[src/rtl/spiflash_reader.sv]
// spiflash_reader: SPI mode-0 flash read engine with a one-byte output buffer.
// Sequence: 0x03 command, 24-bit address, then len bytes clocked in MSB first.
// Define SPIFLASH_FASTREAD_EN to issue 0x0B and insert 8 dummy clocks before data.
module spiflash_reader #(
    parameter int CLK_DIV = 2,  // SCK half-period in wb_clk_i cycles (1..255)
    parameter int CS_IDLE = 4   // minimum flash_csb high time between transactions
) (
    input  logic        wb_clk_i,
    input  logic        wb_rst_i,
    input  logic        req_valid,
    output logic        req_ready,
    input  logic [23:0] req_addr,
    input  logic [15:0] req_len,
    output logic [7:0]  data_out,
    output logic        data_valid,
    input  logic        data_ready,
    output logic        busy,
    output logic        flash_csb,
    output logic        flash_clk,
    output logic        flash_io0,
    input  logic        flash_io1
);

`ifdef SPIFLASH_FASTREAD_EN
    localparam logic [7:0] CMD_BYTE = 8'h0B;
`else
    localparam logic [7:0] CMD_BYTE = 8'h03;
`endif
    localparam logic [7:0]  DIV_LAST   = 8'(CLK_DIV - 1);
    localparam logic [15:0] DESEL_LAST = (CS_IDLE > 1) ? 16'(CS_IDLE - 1) : 16'd0;

    typedef enum logic [2:0] {S_IDLE, S_CMD, S_ADDR, S_DUMMY, S_DATA, S_DESEL} state_t;

    state_t      state, state_nxt;
    logic [7:0]  div_cnt;
    logic        sck;
    logic [5:0]  bit_cnt;     // rising edges within the current phase / byte
    logic [31:0] shreg;       // outgoing command + address, MSB on flash_io0
    logic [15:0] bytes_left;  // bytes still to be clocked in
    logic [7:0]  rx;          // assembly register, doubles as the parked byte
    logic        pend;        // rx holds a complete byte that could not be handed over
    logic [15:0] desel_cnt;

    logic shifting, gate, tick, rise, fall, accept, free, byte_done;

    // SCK edge strobes and handshake qualifiers
    always_comb begin
        shifting  = (state == S_CMD) || (state == S_ADDR) || (state == S_DUMMY) || (state == S_DATA);
        // at a byte boundary SCK is held low while a byte is parked or no bytes remain
        gate      = (state == S_DATA) && (pend || (bytes_left == 16'd0));
        tick      = (div_cnt == DIV_LAST);
        rise      = shifting && tick && !sck && !gate;
        fall      = shifting && tick && sck;
        accept    = req_valid && req_ready;
        free      = !data_valid || data_ready;
        byte_done = rise && (state == S_DATA) && (bit_cnt == 6'd7);
    end

    // FSM state register
    always_ff @(posedge wb_clk_i or posedge wb_rst_i) begin
        if (wb_rst_i) state <= S_IDLE;
        else          state <= state_nxt;
    end

    // FSM next-state: phases advance on the falling edge that follows their last bit
    always_comb begin
        state_nxt = state;
        case (state)
            S_IDLE:  if (accept) state_nxt = (req_len == 16'd0) ? S_DESEL : S_CMD;
            S_CMD:   if (fall && bit_cnt == 6'd8) state_nxt = S_ADDR;
`ifdef SPIFLASH_FASTREAD_EN
            S_ADDR:  if (fall && bit_cnt == 6'd32) state_nxt = S_DUMMY;
`else
            S_ADDR:  if (fall && bit_cnt == 6'd32) state_nxt = S_DATA;
`endif
            S_DUMMY: if (fall && bit_cnt == 6'd8) state_nxt = S_DATA;
            S_DATA:  if (!sck && bytes_left == 16'd0 && !pend) state_nxt = S_DESEL;
            S_DESEL: if (desel_cnt == 16'd0) state_nxt = S_IDLE;
            default: state_nxt = S_IDLE;
        endcase
    end

    // FSM outputs: chip select, pins and request-side status
    always_comb begin
        busy      = (state != S_IDLE);
        flash_csb = !shifting;
        flash_clk = sck && shifting;
        flash_io0 = ((state == S_CMD) || (state == S_ADDR)) ? shreg[31] : 1'b0;
        req_ready = (state == S_IDLE) && !data_valid && !wb_rst_i;
    end

    // SCK divider, bit/byte counters, MOSI shifter and MISO assembly
    always_ff @(posedge wb_clk_i or posedge wb_rst_i) begin
        if (wb_rst_i) begin
            div_cnt    <= '0;
            sck        <= 1'b0;
            bit_cnt    <= '0;
            shreg      <= '0;
            bytes_left <= '0;
            rx         <= '0;
            desel_cnt  <= '0;
        end else begin
            // stalled low or idle: restart so the next rise comes a full half-period later
            if (!shifting || (gate && !sck) || tick) div_cnt <= '0;
            else                                     div_cnt <= div_cnt + 8'd1;

            if (state == S_IDLE && accept) begin
                shreg      <= {CMD_BYTE, req_addr};
                bytes_left <= req_len;
                bit_cnt    <= '0;
                desel_cnt  <= '0;
            end

            if (rise) begin
                sck <= 1'b1;
                if (state == S_DATA) begin
                    rx <= {rx[6:0], flash_io1};
                    if (bit_cnt == 6'd7) begin
                        bit_cnt    <= '0;
                        bytes_left <= bytes_left - 16'd1;
                    end else begin
                        bit_cnt <= bit_cnt + 6'd1;
                    end
                end else begin
                    bit_cnt <= bit_cnt + 6'd1;
                end
            end

            if (fall) begin
                sck   <= 1'b0;
                shreg <= {shreg[30:0], 1'b0};
                if ((state == S_ADDR && bit_cnt == 6'd32) || (state == S_DUMMY && bit_cnt == 6'd8))
                    bit_cnt <= '0;
            end

            if (state == S_DATA && state_nxt == S_DESEL) desel_cnt <= DESEL_LAST;
            else if (state == S_DESEL && desel_cnt != 16'd0) desel_cnt <= desel_cnt - 16'd1;
        end
    end

    // Output byte buffer: load straight from the shifter when free, else park in rx
    always_ff @(posedge wb_clk_i or posedge wb_rst_i) begin
        if (wb_rst_i) begin
            data_out   <= '0;
            data_valid <= 1'b0;
            pend       <= 1'b0;
        end else if (byte_done) begin
            if (free) begin
                data_out   <= {rx[6:0], flash_io1};
                data_valid <= 1'b1;
            end else begin
                pend <= 1'b1;
            end
        end else if (pend && free) begin
            data_out   <= rx;
            data_valid <= 1'b1;
            pend       <= 1'b0;
        end else if (data_valid && data_ready) begin
            data_valid <= 1'b0;
        end
    end

endmodule
[config.mk]
export PLATFORM = sky130hd
export DESIGN_NAME = spiflash_reader
export DESIGN_NICKNAME = d
export VERILOG_FILES = /design/src/rtl/spiflash_reader.sv
export SDC_FILE = /design/constraint.sdc
export NUM_CORES = 1
export LEC_CHECK = 0
export ABC_CLOCK_PERIOD_IN_PS = 8750
export BUFFER_PORTS_ARGS = -buffer_cell sky130_fd_sc_hd__buf_2
export CAP_MARGIN = 5
export CORE_ASPECT_RATIO = 0.75
export CORE_MARGIN = 5
export CORE_UTILIZATION = 55
export CTS_BUF_LIST = sky130_fd_sc_hd__clkbuf_8
export CTS_CLUSTER_SIZE = 10
export DETAILED_ROUTE_END_ITERATION = 12
export GPL_TIMING_DRIVEN = 1
export PLACE_DENSITY = 0.78
export SYNTH_ARGS = -nofsm -noshare
export SYNTH_HDL_FRONTEND = slang
export SYNTH_SLANG_ARGS = --single-unit
[constraint.sdc]
create_clock -name wb_clk_i -period 8.75 [get_ports wb_clk_i]
set_clock_uncertainty 0.1 [all_clocks]
set_input_delay 0.4375 -clock wb_clk_i [delete_from_list [all_inputs] [get_ports wb_clk_i]]
set_output_delay 0.4375 -clock wb_clk_i [all_outputs]
set_load 0.01 [all_outputs]
---- Word level (Yosys, flattened, before mapping) ----
Cells that the tools add are included.
storage, ports and cells
  memory bits (writable) .................. 0
  memories kept ........................... 0
  word-level logic and storage cells ...... 116
  output and inout port bits .............. 14
  bits in read-only memories .............. 0
  latch bits .............................. 0
  register bits after elaboration ......... 100
operators by class
  reduce and logical (&&, ||, !) cells .... 52
  shifts and indexed selects .............. 0
  multiplexer cells ....................... 37
  div/mod/pow operators ................... 0
  bitwise operators ....................... 0
  add/sub/neg operators ................... 4
  multiply operators ...................... 0
  order comparisons ....................... 0
  eq/ne operators ......................... 12
operator list
  kind                                                number
  2-to-1 mux 16 bit                                   7
  2-to-1 mux 32 bit                                   2
  zero test 16 bit                                    3
  2-to-1 mux 6 bit                                    6
  2-to-1 mux 8 bit                                    4
  subtractor 16 x 1 -> 16 bit, second input constant  2
  logical AND 1 bit                                   23
  2-to-1 mux 3 bit                                    7
  one-hot mux 3 bit (6 select lines)                  1
  nonzero test 16 bit                                 1
  2-to-1 mux 1 bit                                    10
  == test 3 bit, second input constant                3
  nonzero test 3 bit                                  3
  adder 8 x 1 -> 8 bit, second input constant         1
  == test 8 x 1 -> 1 bit, second input constant       1
  logical OR 1 bit                                    8
  AND reduction 2 bit                                 4
  adder 6 x 1 -> 6 bit, second input constant         1
  == test 3 x 2 -> 1 bit, second input constant       2
  == test 6 x 3 -> 1 bit, second input constant       1
  == test 6 x 4 -> 1 bit, second input constant       1
  == test 6 bit, second input constant                1
  zero test 1 bit                                     6
  nonzero test 2 bit                                  3
  3 further kinds                                     4

---- Depth between registers and ports, before layout ----
  depth after elaboration ................. 12
  gate-level depth with buffers ........... 11

---- Worst setup path after synthesis ----
No wires, ideal clock.
  kind .................................... reg-to-reg
  from .................................... register bytes_left[8]
  to ...................................... register bit_cnt[1]
  arrival time ............................ 2.098 ns
  setup time .............................. 0.120 ns
  period minus slack after synthesis ...... 2.318 ns
  slack ................................... 6.432 ns
  buffers on the path ..................... 0
  cell stages (with the launch flop) ...... 7
  cell sequence ........................... dfrtp_1 > or4_4 > nor4_4 > a21oi_2 > o21ai_2 > mux2_1 > and3_1
on the way
  word-level cells in the longest chain between the ends .. 8
RTL lines
  element                 line  RTL
  start, declared         39    logic [15:0] bytes_left;
  start signal, assigned  109   bytes_left <= req_len;
  start signal, assigned  120   bytes_left <= bytes_left - 16'd1;
  zero test 16 bit *      50    gate = (state == S_DATA) && (pend || (bytes_left == 16'd0));
  logical OR 1 bit *      50
  logical AND 1 bit *     50
  zero test 1 bit *       52    rise = shifting && tick && !sck && !gate;
  logical AND 1 bit *     52
  2-to-1 mux 6 bit *      114   if (rise) begin
  2-to-1 mux 6 bit        132   if ((state == S_ADDR && bit_cnt == 6'd32) || (state == S_DUMMY && bit_cnt == 6'd8))
  2-to-1 mux 6 bit *      129   if (fall) begin
  end signal, assigned    122   bit_cnt <= bit_cnt + 6'd1;
  end signal, assigned    125   bit_cnt <= bit_cnt + 6'd1;
  end, declared           37    logic [5:0] bit_cnt;
Every way passes the cells marked *; elsewhere a longest branch is shown, timed or not.
A chain may end at the register's enable or synchronous reset.

---- Worst setup path after layout ----
  from .................................... register div_cnt[1]
  to ...................................... register bytes_left[15]
on the way
  word-level cells in the longest chain between the ends .. 5
RTL lines
  element                         line  RTL
  start, declared                 35    logic [7:0] div_cnt;
  start signal, assigned          105   else div_cnt <= div_cnt + 8'd1;
  == test 8 x 1 -> 1 bit          51    tick = (div_cnt == DIV_LAST);
  logical AND 1 bit (3 in a row)  52
  2-to-1 mux 16 bit               114
Every way passes these cells.

==> results.sh <==
export IMPL_rsz0062_at_grt="no"
export IMPL_initial_utilization_pct=55.55
export IMPL_cts_buffers=9
export IMPL_finalSetupViolCount=0
export IMPL_post_cts_setup_buffer_count=0
export IMPL_postPlaceCellArea_sq_mm=0.005658
export IMPL_hp_class="in -> async"
export IMPL_final_area_sq_mm=0.005823
export IMPL_yosysMostFrequentCell="dfrtp_1"
export IMPL_yosys_top_cells_count="dfrtp_1, nand2_1, nor2_1, a21oi_1, a22oi_1"
export IMPL_path_delay_family="simple AND/OR/NAND/NOR gates"
export IMPL_drc=0
export IMPL_synth_area_sq_mm=0.005300
export IMPL_vias=4301
export IMPL_fin_nets=648
export IMPL_ys_seq_area_share_pct=47.21
export IMPL_coreArea_sq_mm=0.009542
export IMPL_cts_repair_resize_count=0
export IMPL_drtPass1Iterations=5
export IMPL_grt_usage_pct=20.60
export IMPL_setup_ws_ns=5.737
export IMPL_diodes=0
export IMPL_vdd_drop_max_uv=93.04
export IMPL_netlist_instances=549
export IMPL_die_w_um=123.4
export IMPL_cp_cell_sequence="inv_1 > ha_1 > nor3b_1 > nand4_2 > a2111oi_4 > buf_4 > or2_1 > a21oi_1 > a311oi_1"
export IMPL_crit_cells=9
export IMPL_cts_sinks=100
export IMPL_path_clk_slew_ns=0.10
export IMPL_vias_per_cell=5.876
export IMPL_die_h_um=95.02
export IMPL_required_ns=8.92
export IMPL_cts_tree="built"
export IMPL_worst_ep_arrival_time_ns=3.18
export IMPL_critPathBufInv=2
export IMPL_internal_power_uw=579.1
export IMPL_drv_slew=0
export IMPL_drv_cap=0
export IMPL_wirelength_um=11770
export IMPL_hpwl_um=8209
export IMPL_std_cell_rows=31
export IMPL_synth_async_reset_ratio_pct=100.0
export IMPL_seqPwrFrac_pct=62.1
export IMPL_hold_viol=0
export IMPL_timing_worst_slew_pin_value_ns=0.9385
export IMPL_place_congestion=0.8337
export IMPL_combPwrFrac_pct=3.6
export IMPL_leakagePower_nw=2.667
export IMPL_p_per_area_mw_per_mm2=130.1
export IMPL_cpPeakStageDelay_ns=0.48
export IMPL_synth_fp_nets=601
export IMPL_postRouteAntennaNets=0
export IMPL_antenna_found_initial=0
export IMPL_critPathSlowestCell="or2_1"
export IMPL_clock_path_buffers=2
export IMPL_p_total_uw=757.4
export IMPL_drt_first_iter_violations=309
export IMPL_drive_gt1_share_pct=17.67
export IMPL_crit_path_end_kind="flip-flop"
export IMPL_die_area_sq_mm=0.01172
export IMPL_rr_worst_depth=9
export IMPL_root_buffer="clkbuf_8"
export IMPL_yosysTopAreaCellShare_pct=47.21
export IMPL_htree_levels=3
export IMPL_synth_area_top_cells="dfrtp_1, nand2_1, a22oi_1"
export IMPL_outcome="complete, no violations"
export IMPL_slew_headroom_pct=36.96
export IMPL_grt_pass1_vias=4140
export IMPL_clk_latency_ns=0.37
export IMPL_final_period_utilization_pct=34.44
export IMPL_worstSetupPathType="reg -> reg"
export IMPL_cts_hold_buf=0
export IMPL_io_buffers=58
export IMPL_synth_area_leader_cell="dfrtp_1"
export IMPL_wl_per_cell_um=16.07
export IMPL_start_kind="flip-flop"
export IMPL_grt_max_degree=55
export IMPL_synth_edf_count=0
export IMPL_grt_pass1_wl_um=19380
export IMPL_synth_distinct_cells=64
export IMPL_fin_tns_setup_ns=0
export IMPL_synth_avg_cell_area_sq_um=9.654
export IMPL_synth_ff_type="dfrtp_1"
export IMPL_grt_ovfl_total=0
export IMPL_p_sw_share_pct=23.55
export IMPL_clkPwrFrac_pct=34.3
export IMPL_p_switching_uw=178.3
export IMPL_clock_fmax_ghz=0.3319
export IMPL_fin_crit_ns=3.013
export IMPL_pre_cts_slack_ns=5.824
export IMPL_area_delta_synth_final_pct=9.868
export IMPL_worstPathMaxFanout=25
export IMPL_synth_warning_count=0
export IMPL_ios=59
export IMPL_ys_seq_elements=100
[kinds of logic after synthesis]
logic type,Yosys count,synth area share (%)
adder cells (fa/ha/maj),7,1.652
AO/OA/AOI/OAI,109,14.92
multiplexers,23,4.769
flip-flops,100,47.21
AND/OR/NAND/NOR,258,26.20
XOR/XNOR,8,1.322
buffers and inverters,44,3.919
[worst reg2reg max path, stage by stage (launching register included)]
cell	delay (ns)
dfrtp_1	0.42
inv_1	0.06
ha_1	0.12
nor3b_1	0.32
nand4_2	0.30
a2111oi_4	0.39
buf_4	0.31
or2_1	0.48
a21oi_1	0.14
a311oi_1	0.27
[routing by layer]
layer | routed length (um) | GRT usage, % | part of all wire [%]
met1 | 5297 | 28.33 | 45
met5 | 0 | 0 | 0
met3 | 627 | 4.686 | 5.3
met4 | 154 | 6.544 | 1.3
met2 | 5686 | 32.65 | 48
[flip-flops by register name, indices dropped and copies added, names as in the netlist]
name	cells
state	3
data_out	8
bytes_left	16
pend	1
data_valid	1
rx	8
div_cnt	8
sck	1
bit_cnt	6
shreg	32
desel_cnt	16
[placed cells by master, fill, tap and decap left out, types with 4 or more instances in the layout]
cell      instances
a21oi_1          26
a221o_1           8
a22o_1            6
a22oi_1          23
and3_1            8
buf_2            58
buf_4             6
clkbuf_8          9
dfrtp_1         100
ha_1              7
inv_1            14
mux2_1            9
mux2i_1          11
nand2_1          85
nand2b_1         15
nand3_1          19
nand3b_1          8
nand4_1           7
nand4b_1          5
nor2_1           45
nor3_1            8
nor3b_1           7
nor4_1            9
o211ai_1         10
o21ai_0          10
o21ai_1           8
o31ai_1           5
or2b_1            4
or3_1             8
xor2_1            5
[layout make-up]
cell class / count / area, sq um
tap: 132 / 165.2
inverter: 16 / 62.56
sequential: 100 / 2502
clock inverter: 6 / 41.29
timing repair buffer: 64 / 335.3
fill: 833 / 3719
multi-input combinational: 405 / 2592
clock buffer: 9 / 123.9
[path summary, 6_finish.rpt]
path | start | endpoint | slack (ns)
worst max-delay path | div_cnt[1]$_DFF_PP0_ | bytes_left[15]$_DFF_PP0_ | 5.74
worst min-delay path | wb_rst_i | div_cnt[5]$_DFF_PP0_ | 0.04
worst max register to register | div_cnt[1]$_DFF_PP0_ | bytes_left[15]$_DFF_PP0_ | 5.74
worst min register to register | shreg[3]$_DFFE_PP0P_ | shreg[3]$_DFFE_PP0P_ | 0.38
max in group asynchronous | wb_rst_i | desel_cnt[4]$_DFFE_PP0P_ | 7.41
min in group wb_clk_i | req_addr[14] | shreg[14]$_DFFE_PP0P_ | 0.19
[power by group through the flow]
stage	clock network [mW]	registers (mW)	logic [mW]
after CTS	0.267	0.470	0.0279
after floorplan	0	0.479	0.0119
after global routing	0.286	0.471	0.0314
after global placement	0	0.479	0.0272
after detailed placement	0	0.479	0.0278
final	0.260	0.470	0.0271
[stage by stage]
stage	util (%)	hold WS, ns	instances
2_1_floorplan	-	0.3386	549
6_report	61.03	0.04089	732
3_3_place_gp	59.30	0.3523	717
5_1_grt	61.03	0.07516	732
3_5_place_dp	59.30	0.3570	717
4_1_cts	61.03	0.04731	732
(Power assumes the default switching activity.)
